### src/rtl/hazard_ctrl.sv
// -----------------------------------------------------------------------------
// hazard_ctrl
//   Pipeline hazard controller for the five-stage RV32I core. It drives the
//   stall/flush enables of the PC and pipeline registers for the cases that
//   EX-stage forwarding cannot resolve:
//     - load-use hazards (one bubble),
//     - taken branch/jump redirects (EX-cycle flush plus one REFILL slot that
//       kills the wrong-path fetch of the synchronous instruction memory),
//     - data-memory wait states, aborted after MEM_TIMEOUT waiting cycles.
//
//   Optional feature: define HAZARD_PERF_CNT_EN to build the saturating
//   stall/flush performance counters; otherwise both count outputs are 0.
//
// Parameters
//   MEM_TIMEOUT  max consecutive cycles waiting on dmem_ready (>= 2)
//   CNT_WIDTH    width of the performance counters
//
// Ports
//   clk, rst                    core clock, synchronous active-high reset
//   mem_read_ex, rd_addr_ex     EX instruction is a load / its destination
//   rs1/rs2_addr_id, _used_id   ID source registers and whether they are read
//   redirect_ex                 taken branch or JAL/JALR resolved in EX
//   dmem_req_mem, dmem_ready    MEM-stage access active / completes this cycle
//   *_stall                     hold PC / IF-ID / ID-EX / EX-MEM
//   *_flush                     load a bubble into IF-ID / ID-EX / MEM-WB
//   mem_err                     one-cycle pulse after a dmem timeout
//   stall_cnt, flush_cnt        performance counters
// -----------------------------------------------------------------------------
module hazard_ctrl #(
   parameter int MEM_TIMEOUT = 64,
   parameter int CNT_WIDTH   = 32
) (
   input  logic                 clk,
   input  logic                 rst,
   input  logic                 mem_read_ex,
   input  logic [4:0]           rd_addr_ex,
   input  logic [4:0]           rs1_addr_id,
   input  logic [4:0]           rs2_addr_id,
   input  logic                 rs1_used_id,
   input  logic                 rs2_used_id,
   input  logic                 redirect_ex,
   input  logic                 dmem_req_mem,
   input  logic                 dmem_ready,
   output logic                 pc_stall,
   output logic                 if_id_stall,
   output logic                 id_ex_stall,
   output logic                 ex_mem_stall,
   output logic                 if_id_flush,
   output logic                 id_ex_flush,
   output logic                 mem_wb_flush,
   output logic                 mem_err,
   output logic [CNT_WIDTH-1:0] stall_cnt,
   output logic [CNT_WIDTH-1:0] flush_cnt
);

   typedef enum logic [1:0] {RUN, REFILL, MEM_WAIT} state_t;

   localparam int TW = $clog2(MEM_TIMEOUT + 1);

   state_t          state, state_nxt;
   logic [TW-1:0]   tmo_cnt, tmo_nxt;
   logic            err_nxt;
   logic            freeze;
   logic            load_use;
   logic            mem_wait;

   assign load_use = mem_read_ex && (rd_addr_ex != 5'd0) &&
                     ((rs1_used_id && (rs1_addr_id == rd_addr_ex)) ||
                      (rs2_used_id && (rs2_addr_id == rd_addr_ex)));

   assign mem_wait = dmem_req_mem && !dmem_ready;

   // NOTE: every output of this block gets a default first, so no path can
   // leave a signal unassigned and infer a latch.
   always_comb begin
      state_nxt    = state;
      tmo_nxt      = tmo_cnt;
      err_nxt      = 1'b0;
      freeze       = 1'b0;
      pc_stall     = 1'b0;
      if_id_stall  = 1'b0;
      id_ex_stall  = 1'b0;
      ex_mem_stall = 1'b0;
      if_id_flush  = 1'b0;
      id_ex_flush  = 1'b0;
      mem_wb_flush = 1'b0;

      if (rst) begin
         if_id_flush  = 1'b1;
         id_ex_flush  = 1'b1;
         mem_wb_flush = 1'b1;
         state_nxt    = RUN;
         tmo_nxt      = '0;
      end else begin
         unique case (state)
            RUN: begin
               if (mem_wait) begin
                  freeze    = 1'b1;
                  state_nxt = MEM_WAIT;
                  tmo_nxt   = TW'(1);
               end else if (redirect_ex) begin
                  // ID holds a wrong-path instruction, so load-use is moot.
                  if_id_flush = 1'b1;
                  id_ex_flush = 1'b1;
                  state_nxt   = REFILL;
               end else if (load_use) begin
                  pc_stall    = 1'b1;
                  if_id_stall = 1'b1;
                  id_ex_flush = 1'b1;
               end
            end

            REFILL: begin
               if (mem_wait) begin
                  // IF/ID is held with the bubble loaded last cycle, so the
                  // wrong-path fetch never enters the pipe and no second
                  // REFILL is owed.
                  freeze    = 1'b1;
                  state_nxt = MEM_WAIT;
                  tmo_nxt   = TW'(1);
               end else begin
                  if_id_flush = 1'b1;
                  state_nxt   = RUN;
               end
            end

            MEM_WAIT: begin
               if (dmem_ready) begin
                  state_nxt = RUN;
                  tmo_nxt   = '0;
               end else if (tmo_cnt == TW'(MEM_TIMEOUT - 1)) begin
                  // Last allowed waiting cycle: let the stuck access leave
                  // MEM as a bubble and report the abort next cycle.
                  mem_wb_flush = 1'b1;
                  err_nxt      = 1'b1;
                  state_nxt    = RUN;
                  tmo_nxt      = '0;
               end else begin
                  freeze  = 1'b1;
                  tmo_nxt = tmo_cnt + TW'(1);
               end
            end

            default: begin
               state_nxt = RUN;
               tmo_nxt   = '0;
            end
         endcase
      end

      if (freeze) begin
         pc_stall     = 1'b1;
         if_id_stall  = 1'b1;
         id_ex_stall  = 1'b1;
         ex_mem_stall = 1'b1;
         mem_wb_flush = 1'b1;
      end
   end

   // NOTE: sequential state uses non-blocking assignments so every register
   // samples the pre-edge values regardless of statement order.
   always_ff @(posedge clk) begin
      if (rst) begin
         state   <= RUN;
         tmo_cnt <= '0;
         mem_err <= 1'b0;
      end else begin
         state   <= state_nxt;
         tmo_cnt <= tmo_nxt;
         mem_err <= err_nxt;
      end
   end

`ifdef HAZARD_PERF_CNT_EN
   logic [CNT_WIDTH-1:0] stall_q, flush_q;

   always_ff @(posedge clk) begin
      if (rst) begin
         stall_q <= '0;
         flush_q <= '0;
      end else begin
         if (pc_stall && (stall_q != '1))
            stall_q <= stall_q + 1'b1;
         if ((if_id_flush || id_ex_flush) && (flush_q != '1))
            flush_q <= flush_q + 1'b1;
      end
   end

   assign stall_cnt = stall_q;
   assign flush_cnt = flush_q;
`else
   assign stall_cnt = '0;
   assign flush_cnt = '0;
`endif

endmodule

### config.mk
export PLATFORM = sky130hd
export DESIGN_NAME = hazard_ctrl
export DESIGN_NICKNAME = d
export VERILOG_FILES = /design/src/rtl/hazard_ctrl.sv
export SDC_FILE = /design/constraint.sdc
export NUM_CORES = 1
export LEC_CHECK = 0
export BUFFER_PORTS_ARGS = -buffer_cell sky130_fd_sc_hd__buf_2
export CAP_MARGIN = 20
export CORE_UTILIZATION = 42
export DETAILED_ROUTE_END_ITERATION = 7
export HOLD_SLACK_MARGIN = 0.03
export PLACE_DENSITY = 0.86
export SLEW_MARGIN = 25
export SYNTH_ARGS = -nofsm -noshare
export SYNTH_HDL_FRONTEND = slang
export SYNTH_SLANG_ARGS = --single-unit
### constraint.sdc
create_clock -name clk -period 5.15 [get_ports clk]
set_clock_uncertainty 0.05 [all_clocks]
set_input_delay 0.7725 -clock clk [delete_from_list [all_inputs] [get_ports clk]]
set_output_delay 0.7725 -clock clk [all_outputs]
set_load 0.01 [all_outputs]
==> summary.txt, run 1 <==
Finish
  – Ant. Diodes: 0
  – Fill cells: 263
  – Final non-filler cell total: 202
  – Number of nets in the finished design: 197
  – Fraction of layout cells with a size suffix above 1: 0.233
  – Post-Route Utilization: 0.439
  – Post-route design area: 0.00111 mm2
  – Area grow syn2layout: -3.80%

Logic synthesis
  – Number of synthesized flops with an enable pin: 0
  – Post-synth top area cell: buf_4
  – Post-synthesis register bit count: 10
  – Area contributors post-synth: buf_4, dfxtp_1, xor2_1
  – Synth top area share: 0.430
  – Synth cell types: 35
  – Synthesized area: 0.00115 mm2
  – Post-synth top cells: buf_4, xor2_1, dfxtp_1
  – Syn Inst Count: 143
  – Main flop type after synthesis: dfxtp_1
  – Sequential area share after synthesis: 0.174
  – Mean Syn Cell Area: 8.05 um2
  – Synth Warn #: 0
  – Most instantiated library cell after synthesis: buf_4
  – Synth async-reset ratio: 0

Placed design
  – RePlAce Congestion: 0.808
  – PortBufs: 30
  – Dpl ws: 2.23 ns
  – Placed Cells: 198
  – Hpwl dp: 1470 um
  – Placed inst area: 0.00107 mm2

Critical path
  – CP delay by family, top: simple AND/OR/NAND/NOR gates
  – Worst-path cell chain: buf_2, nor2b_2, or3_4, or4_1, o21bai_1, buf_2
  – Crit-path slowest cell: or4_1
  – Worst path max stage delay: 0.40 ns
  – Crit start category: primary input
  – Buf+Inv Stages, Crit Path: 2
  – WP data required: 4.33 ns
  – Crit end category: primary output
  – WP data arrival: 2.09 ns
  – Critical path class: primary input to primary output
  – Worst-path maximum fanout: 8
  – CP most frequent cell: buf_2

Floorplan
  – Die Wd: 54.4 um
  – Num ports: 95
  – Rows: 18
  – Starting Density: 0.456
  – Die ar.: 0.00295 mm2
  – Die span in y: 54.4 um
  – Core ar.: 0.00252 mm2

Power and ir drop
  – Combinational power share: 0.282
  – Clk pwr share: 0.336
  – Max VDD drop: 99.2 uV
  – Switch Pwr: 71.4 uW
  – Sw frac: 0.334
  – P_int: 142 uW
  – Power Density: 193 mW/mm2
  – Part of the power in registers: 0.381
  – Leak pwr: 0.000585 uW

Clock network
  – H-tree Lvls: 1
  – Hold_buf cts: 0
  – Setup repair bufs after CTS: 0
  – Reg clk slew, reported paths: 0.07 ns
  – PostCTS Resize Cnt: 0
  – CTS buffer count: 3
  – Root Buffer: clkbuf_4
  – CTS tree: yes
  – Sink Count: 10
  – Clock buffer depth: 2
  – Clk_lat worst skew: 0.27 ns

Run
  – Max_cap viols: 0

Drt
  – Wirelength, routed: 1730 um
  – First-pass DRT Iterations: 4
  – Total number of vias: 838
  – Vias per inst: 4.15
  – Starting DRT DRC Count: 12
  – Drt drc: 0
  – Routed wire per std cell: 8.58 um
  – Post-DRT Antenna Nets: 0

STA
  – F_max: 343 MHz
  – RSZ-0062 raised after global routing: false
  – Total Neg Setup Slack: 0 ns
  – Setup ws final: 2.23 ns
  – Fin crit share: 0.566
  – # setup viols final: 0
  – Final hold vios: 0
  – Fin crit period: 2.92 ns
  – Slew Limit Fails: 0

Hold path
  – Min-Delay Path Class: flip-flop to flip-flop

GRT
  – Grt ovf: 0
  – Global Route Usage Sum: 0.123
  – First-pass GRT wire length: 2620 um
  – Vias in the first global route: 624
  – Antenna violations before repair: 0
  – Largest net degree at the start of global routing: 13

Status
  – Status: finished, final reports clean
power by group through the flow:
stage / clock (uW) / combinational (uW) / sequential (uW)
CTS: 72.8 / 59.9 / 81.4
detailed placement: 0 / 59.6 / 83.3
global placement: 0 / 58.8 / 83.1
floorplan: 0 / 80.6 / 82.1
global route: 77.4 / 69.2 / 82.0
finish: 71.9 / 60.3 / 81.5
worst paths after layout:
check                     startpoint                 endpoint  slack [ns]  depth (start not counted)
min          tmo_cnt[6]$_SDFFE_PP0P_  tmo_cnt[6]$_SDFFE_PP0P_        0.43                          2
max                     dmem_req_mem              if_id_stall        2.23                          6
max reg2reg  tmo_cnt[0]$_SDFFE_PP0P_  tmo_cnt[5]$_SDFFE_PP0P_        3.61                          5
min reg2reg  tmo_cnt[6]$_SDFFE_PP0P_  tmo_cnt[6]$_SDFFE_PP0P_        0.43                          2
kinds of logic after synthesis:
logic type                 after synthesis  synth area share
other                                    1           0.00326
and+or+nand+nor                         28             0.142
muxes                                    1           0.00870
adders and majority gates                1            0.0109
DFF                                     10             0.174
xor gates and xnor gates                14             0.107
AOI/OAI and AO/OA                       19             0.113
buffers and inverters                   69             0.441
per-layer routing:
| layer | global-route usage | vias to the layer above | share of wire |
|---|---|---|---|
| met4 | 0.0769 | 0 | 0.013 |
| met2 | 0.215 | 50 | 0.51 |
| li1 | - | 407 | - |
| met3 | 0.00833 | 3 | 0.072 |
| met1 | 0.144 | 378 | 0.40 |
| met5 | 0 | - | 0 |
state kept, by name (all words and copies together) (netlist names):
register,cells
mem_err,1
state,2
tmo_cnt,7
worst min-delay path: cells and delay by family, from the launching register on:
family / cells / cell delay, ns
AND/OR/NAND/NOR: 1 / 0.07
flip-flops: 1 / 0.33
AO/OA/AOI/OAI: 1 / 0.03
area by class of cell:
class | count | area, um2 | share of cell area
clock buffers | 4 | 36.3 | 0.0328
flip-flops and latches | 10 | 200 | 0.181
repair buffers | 30 | 150 | 0.136
inverters | 1 | 3.75 | 0.00339
multi-input cells | 127 | 679 | 0.614
well taps | 30 | 37.5 | 0.0339
stage by stage:
stage	power [uW]	hold WS, ns
2_1_floorplan	163	0.395
3_3_place_gp	142	0.415
3_5_place_dp	143	0.417
4_1_cts	214	0.427
5_1_grt	229	0.459
6_report	214	0.428
cells in the final DEF, fill, tap and decap left out, types with 2 or more instances in the layout:
cell,Yosys,layout
conb_1,1,64
buf_2,1,30
xor2_1,12,12
dfxtp_1,10,10
nor2_1,8,8
o21ai_0,4,4
a21oi_1,3,3
nor4_1,3,3
o21bai_1,3,3
clkbuf_4,0,3
nand2_1,2,2
a211oi_1,2,2
or2_2,2,2
xnor2_1,2,2
or4_1,2,2
o31ai_1,2,2
nor3b_1,2,2
(Power assumes the default switching activity.)
==> run 2, diff against run 1 <==
CORE_UTILIZATION = 35   (was 42)
PLACE_DENSITY = 0.77   (was 0.86)
clock period = 2.35 ns   (was 5.15 ns; I/O delays follow)
==> summary.txt, run 2 (synthesis gave the netlist of run 1 again) <==
STA
  – # setup viols final: 0
  – Total Neg Setup Slack: 0 ns
  – RSZ-0062 raised after global routing: false
  – Setup ws final: 0.121 ns
  – Final hold vios: 0
  – Fin Hold WS: 0.290 ns
  – Fin crit share: 0.948
  – Slew Limit Fails: 0
  – F_max: 449 MHz
  – Fin crit period: 2.23 ns

Drt
  – Post-DRT Antenna Nets: 0
  – Routed wire per std cell: 8.14 um
  – Total number of vias: 820
  – Vias per inst: 3.80
  – Wirelength, routed: 1760 um
  – First-pass DRT Iterations: 4
  – Drt drc: 0
  – Starting DRT DRC Count: 37

GRT
  – Antenna violations before repair: 0
  – First-pass GRT wire length: 2580 um
  – Grt ovf: 0
  – Largest net degree at the start of global routing: 13
  – Vias in the first global route: 609
  – Global Route Usage Sum: 0.100

Hold path
  – Hold Crit Start: dmem_ready
  – Worst Hold Path EP: state[1]$_SDFFE_PP0P_
  – Min-Delay Path Class: primary input to flip-flop
  – Worst Hold Depth: 2

Power and ir drop
  – Switch Pwr: 161 uW
  – Combinational power share: 0.284
  – Sw frac: 0.340
  – Part of the power in registers: 0.378
  – Leak pwr: 0.000586 uW
  – P_int: 313 uW
  – Max VDD drop: 107 uV
  – Power Density: 416 mW/mm2
  – Clk pwr share: 0.338

Run
  – Max_cap viols: 0

Finish
  – Ant. Diodes: 0
  – Number of flip-flops in the largest register: 7
  – Largest regs: tmo_cnt x7, state x2, mem_err x1
  – Fraction of layout cells with a size suffix above 1: 0.244
  – Post-Route Utilization: 0.370
  – Final non-filler cell total: 216
  – Area grow syn2layout: -1.20%
  – Most common cell after layout, fill and taps aside: conb_1
  – Fill cells: 346
  – Most frequent cells in the layout: conb_1, buf_2, xor2_1
  – Largest register by flop count: tmo_cnt
  – Number of nets in the finished design: 197

Floorplan
  – Rows: 20
  – Die Wd: 59.4 um
  – Core ar.: 0.00308 mm2
  – Starting Density: 0.374
  – Die ar.: 0.00352 mm2
  – Num ports: 95
  – Die span in y: 59.4 um

Placed design
  – Hpwl dp: 1460 um
  – Placed Cells: 212
  – PortBufs: 30
  – Dpl ws: 0.255 ns
  – RePlAce Congestion: 0.783

Clock network
  – CTS tree: yes
  – CTS buffer count: 3
  – Root Buffer: clkbuf_4
  – Sink Count: 10
  – H-tree Lvls: 1
  – Setup repair bufs after CTS: 0
  – Clk_lat worst skew: 0.27 ns
  – Reg clk slew, reported paths: 0.07 ns
  – Clock buffer depth: 2

Critical path
  – Worst path max stage delay: 0.43 ns
  – WP data required: 1.95 ns
  – Worst-path maximum fanout: 12
  – Crit end category: primary output
  – Reg2Reg Setup Slack: 0.79 ns
  – Reg-to-Reg End: tmo_cnt[4]$_SDFFE_PP0P_
  – Worst-path cell chain: or3_4, or4_1, o21bai_1, buf_2
  – Crit start category: flip-flop
  – WP data arrival: 1.83 ns
  – Register-to-Register Path Depth: 5
  – Critical path class: flip-flop to primary output
  – FF-to-FF Start: tmo_cnt[0]$_SDFFE_PP0P_
  – CP startpoint: state[1]$_SDFFE_PP0P_
  – Crit-path slowest cell: or3_4

Status
  – Status: finished, final reports clean
==> run 2: cell type report <==
class	instances	area, um2	share of cell area
Multi-Input combinational cell	127	692	0.608
Sequential cell	10	200	0.176
Timing Repair Buffer	30	150	0.132
Tap cell	44	55.1	0.0484
Clock buffer	4	36.3	0.0319
Inverter	1	3.75	0.00330
==> run 2: power groups by stage <==
stage / Combinational, uW / Sequential [uW] / Clock [uW]
after floorplan: 177 / 180 / 0
after global placement: 130 / 182 / 0
final: 134 / 179 / 160
after CTS: 131 / 179 / 166
after global routing: 151 / 180 / 172
after detailed placement: 131 / 183 / 0
==> run 2: worst max-delay path by stage <==
| stage | end | cells past startpoint |
|---|---|---|
| floorplan | pc_stall | 6 |
| global placement | if_id_stall | 6 |
| detailed placement | if_id_stall | 6 |
| CTS | if_id_stall | 6 |
| global route | if_id_stall | 6 |
| finish | if_id_stall | 4 |
==> run 2: critical path, delay by kind of cell, from the launching register on <==
kind                   cells  cell delay [ns]
and+or+nand+nor            2             0.83
buffers and inverters      1             0.15
AOI/OAI and AO/OA          1             0.15
DFF                        1             0.42
==> run 2: per-layer routing <==
metal,track usage,up-vias,part of all wire
met5,0,-,0
met4,0.0612,0,0.022
met3,0.0328,4,0.081
met2,0.165,47,0.50
met1,0.111,365,0.40
li1,-,404,-
==> run 2: timing repair <==
action / CTS / global route
resized for setup: 1 / 2
hold endpoints to repair: 0 / 0
setup endpoints to repair: 2 / 2
pin swaps: 0 / 1
hold buffers: 0 / 0
==> run 2: per-stage QoR <==
step	total power [uW]	cell area, um2
finish	474	1140
global route	503	1140
CTS	476	1120
detailed placement	314	1090
global placement	312	1090
floorplan	356	1390
==> run 3, diff against run 2 <==
PLACE_DENSITY = 0.76   (was 0.77)
==> summary.txt, run 3 (synthesis gave the netlist of run 1 again) <==
Status
  – Status: finished, final reports clean

STA
  – Final hold vios: 0
  – Fin crit share: 0.952
  – Total Neg Setup Slack: 0 ns
  – F_max: 447 MHz
  – RSZ-0062 raised after global routing: false
  – Setup ws final: 0.113 ns
  – Slew Limit Fails: 0
  – Fin crit period: 2.24 ns
  – # setup viols final: 0

Power and ir drop
  – Power Density: 384 mW/mm2
  – P_int: 277 uW
  – Combinational power share: 0.310
  – Clk pwr share: 0.275
  – Leak pwr: 0.000579 uW
  – Sw frac: 0.356
  – Part of the power in registers: 0.415
  – Max VDD drop: 90.0 uV
  – Switch Pwr: 154 uW

GRT
  – First-pass GRT wire length: 2600 um
  – Antenna violations before repair: 0
  – Largest net degree at the start of global routing: 13
  – Grt ovf: 0
  – Global Route Usage Sum: 0.0995
  – Vias in the first global route: 665

Placed design
  – Dpl ws: 0.236 ns
  – RePlAce Congestion: 0.732
  – PortBufs: 30
  – Placed inst area: 0.00109 mm2
  – Hpwl dp: 1470 um

Clock network
  – H-tree Lvls: 1
  – Root Buffer: clkbuf_4
  – Sink Count: 10
  – Hold_buf cts: 0
  – Clk_lat worst skew: 0.26 ns
  – CTS tree: yes
  – Reg clk slew, reported paths: 0.07 ns
  – Clock buffer depth: 2
  – CTS buffer count: 3

Critical path
  – Reg2Reg Setup Slack: 0.75 ns
  – Worst-path maximum fanout: 12
  – Critical path class: flip-flop to primary output
  – Crit start category: flip-flop
  – Reg-to-Reg End: tmo_cnt[2]$_SDFFE_PP0P_
  – CP startpoint: state[1]$_SDFFE_PP0P_
  – Crit end category: primary output
  – FF-to-FF Start: tmo_cnt[0]$_SDFFE_PP0P_
  – Register-to-Register Path Depth: 5
  – WP data arrival: 1.83 ns
  – WP data required: 1.95 ns

Floorplan
  – Die Wd: 59.4 um
  – Starting Density: 0.374
  – Num ports: 95
  – Die ar.: 0.00352 mm2
  – Die span in y: 59.4 um
  – Core ar.: 0.00308 mm2
  – Rows: 20

Hold path
  – Worst Hold Path EP: mem_err$_SDFF_PP0_
  – Min-Delay Path Class: primary input to flip-flop
  – Hold Crit Start: dmem_ready
  – Worst Hold Depth: 2

Drt
  – Vias per inst: 3.80
  – Total number of vias: 818
  – Drt drc: 0
  – Routed wire per std cell: 8.07 um
  – Wirelength, routed: 1730 um
  – Post-DRT Antenna Nets: 0
  – Starting DRT DRC Count: 18
  – First-pass DRT Iterations: 4

Finish
  – Largest regs: tmo_cnt x7, state x2, mem_err x1
  – Number of flip-flops in the largest register: 7
  – Largest register by flop count: tmo_cnt
  – Fill cells: 347
  – Ant. Diodes: 0
  – Most frequent cells in the layout: conb_1, buf_2, xor2_1
  – Fraction of layout cells with a size suffix above 1: 0.240
  – Post-route design area: 0.00112 mm2
  – Area grow syn2layout: -2.39%
  – Most common cell after layout, fill and taps aside: conb_1
  – Number of nets in the finished design: 197
  – Post-Route Utilization: 0.365

Run
  – Max_cap viols: 0
-- run 3: cell types whose count changed in the layout (fill, tap and decap cells not counted), sizes merged --
| cell | change |
|---|---|
| clkbuf | -1 |
-- run 3: cell type report --
type / count / area (um2) / share of cell area
Clock buffer: 3 / 22.5 / 0.0200
Inverter: 1 / 3.75 / 0.00334
Multi-Input combinational cell: 127 / 692 / 0.616
Sequential cell: 10 / 200 / 0.178
Tap cell: 44 / 55.1 / 0.0490
Timing Repair Buffer: 30 / 150 / 0.134
-- run 3: power groups by stage --
stage	Clock (uW)	Sequential [uW]	Combinational, uW
6_report	119	179	134
2_1_floorplan	0	180	177
5_1_grt	125	180	152
4_1_cts	118	179	131
3_5_place_dp	0	183	130
3_3_place_gp	0	182	129
-- run 3: stage by stage --
stage / power (uW) / hold WS (ns) / cells
2_1_floorplan: 356 / 0.379 / 206
3_3_place_gp: 312 / 0.416 / 212
3_5_place_dp: 313 / 0.423 / 212
4_1_cts: 428 / 0.287 / 215
5_1_grt: 456 / 0.311 / 215
6_report: 431 / 0.300 / 215
-- run 3: worst max path at each step --
stage / endpoint / slack (ns)
floorplan: pc_stall / 0.22
global placement: if_id_stall / 0.28
detailed placement: if_id_stall / 0.24
CTS: if_id_stall / 0.01
global route: pc_stall / 0.01
finish: if_id_stall / 0.11
-- run 3: metal layers --
metal | routed length, um | track usage | share of wire | vias to the layer above
li1 | - | - | - | 402
met1 | 688 | 0.0928 | 0.40 | 367
met2 | 890 | 0.181 | 0.51 | 44
met3 | 121 | 0.0393 | 0.070 | 5
met4 | 34 | 0.0578 | 0.020 | 0
met5 | 0 | 0 | 0 | -
-- run 3: worst max-delay path, stage by stage (launching register included) --
cell	delay, ns
dfxtp_1	0.42
or3_4	0.44
or4_1	0.40
o21bai_1	0.16
buf_2	0.15
-- run 3: what timing repair did --
action,in CTS,in global routing
endpoints found under the setup margin,2,2
gates resized for setup,1,2
buffers inserted,0,0
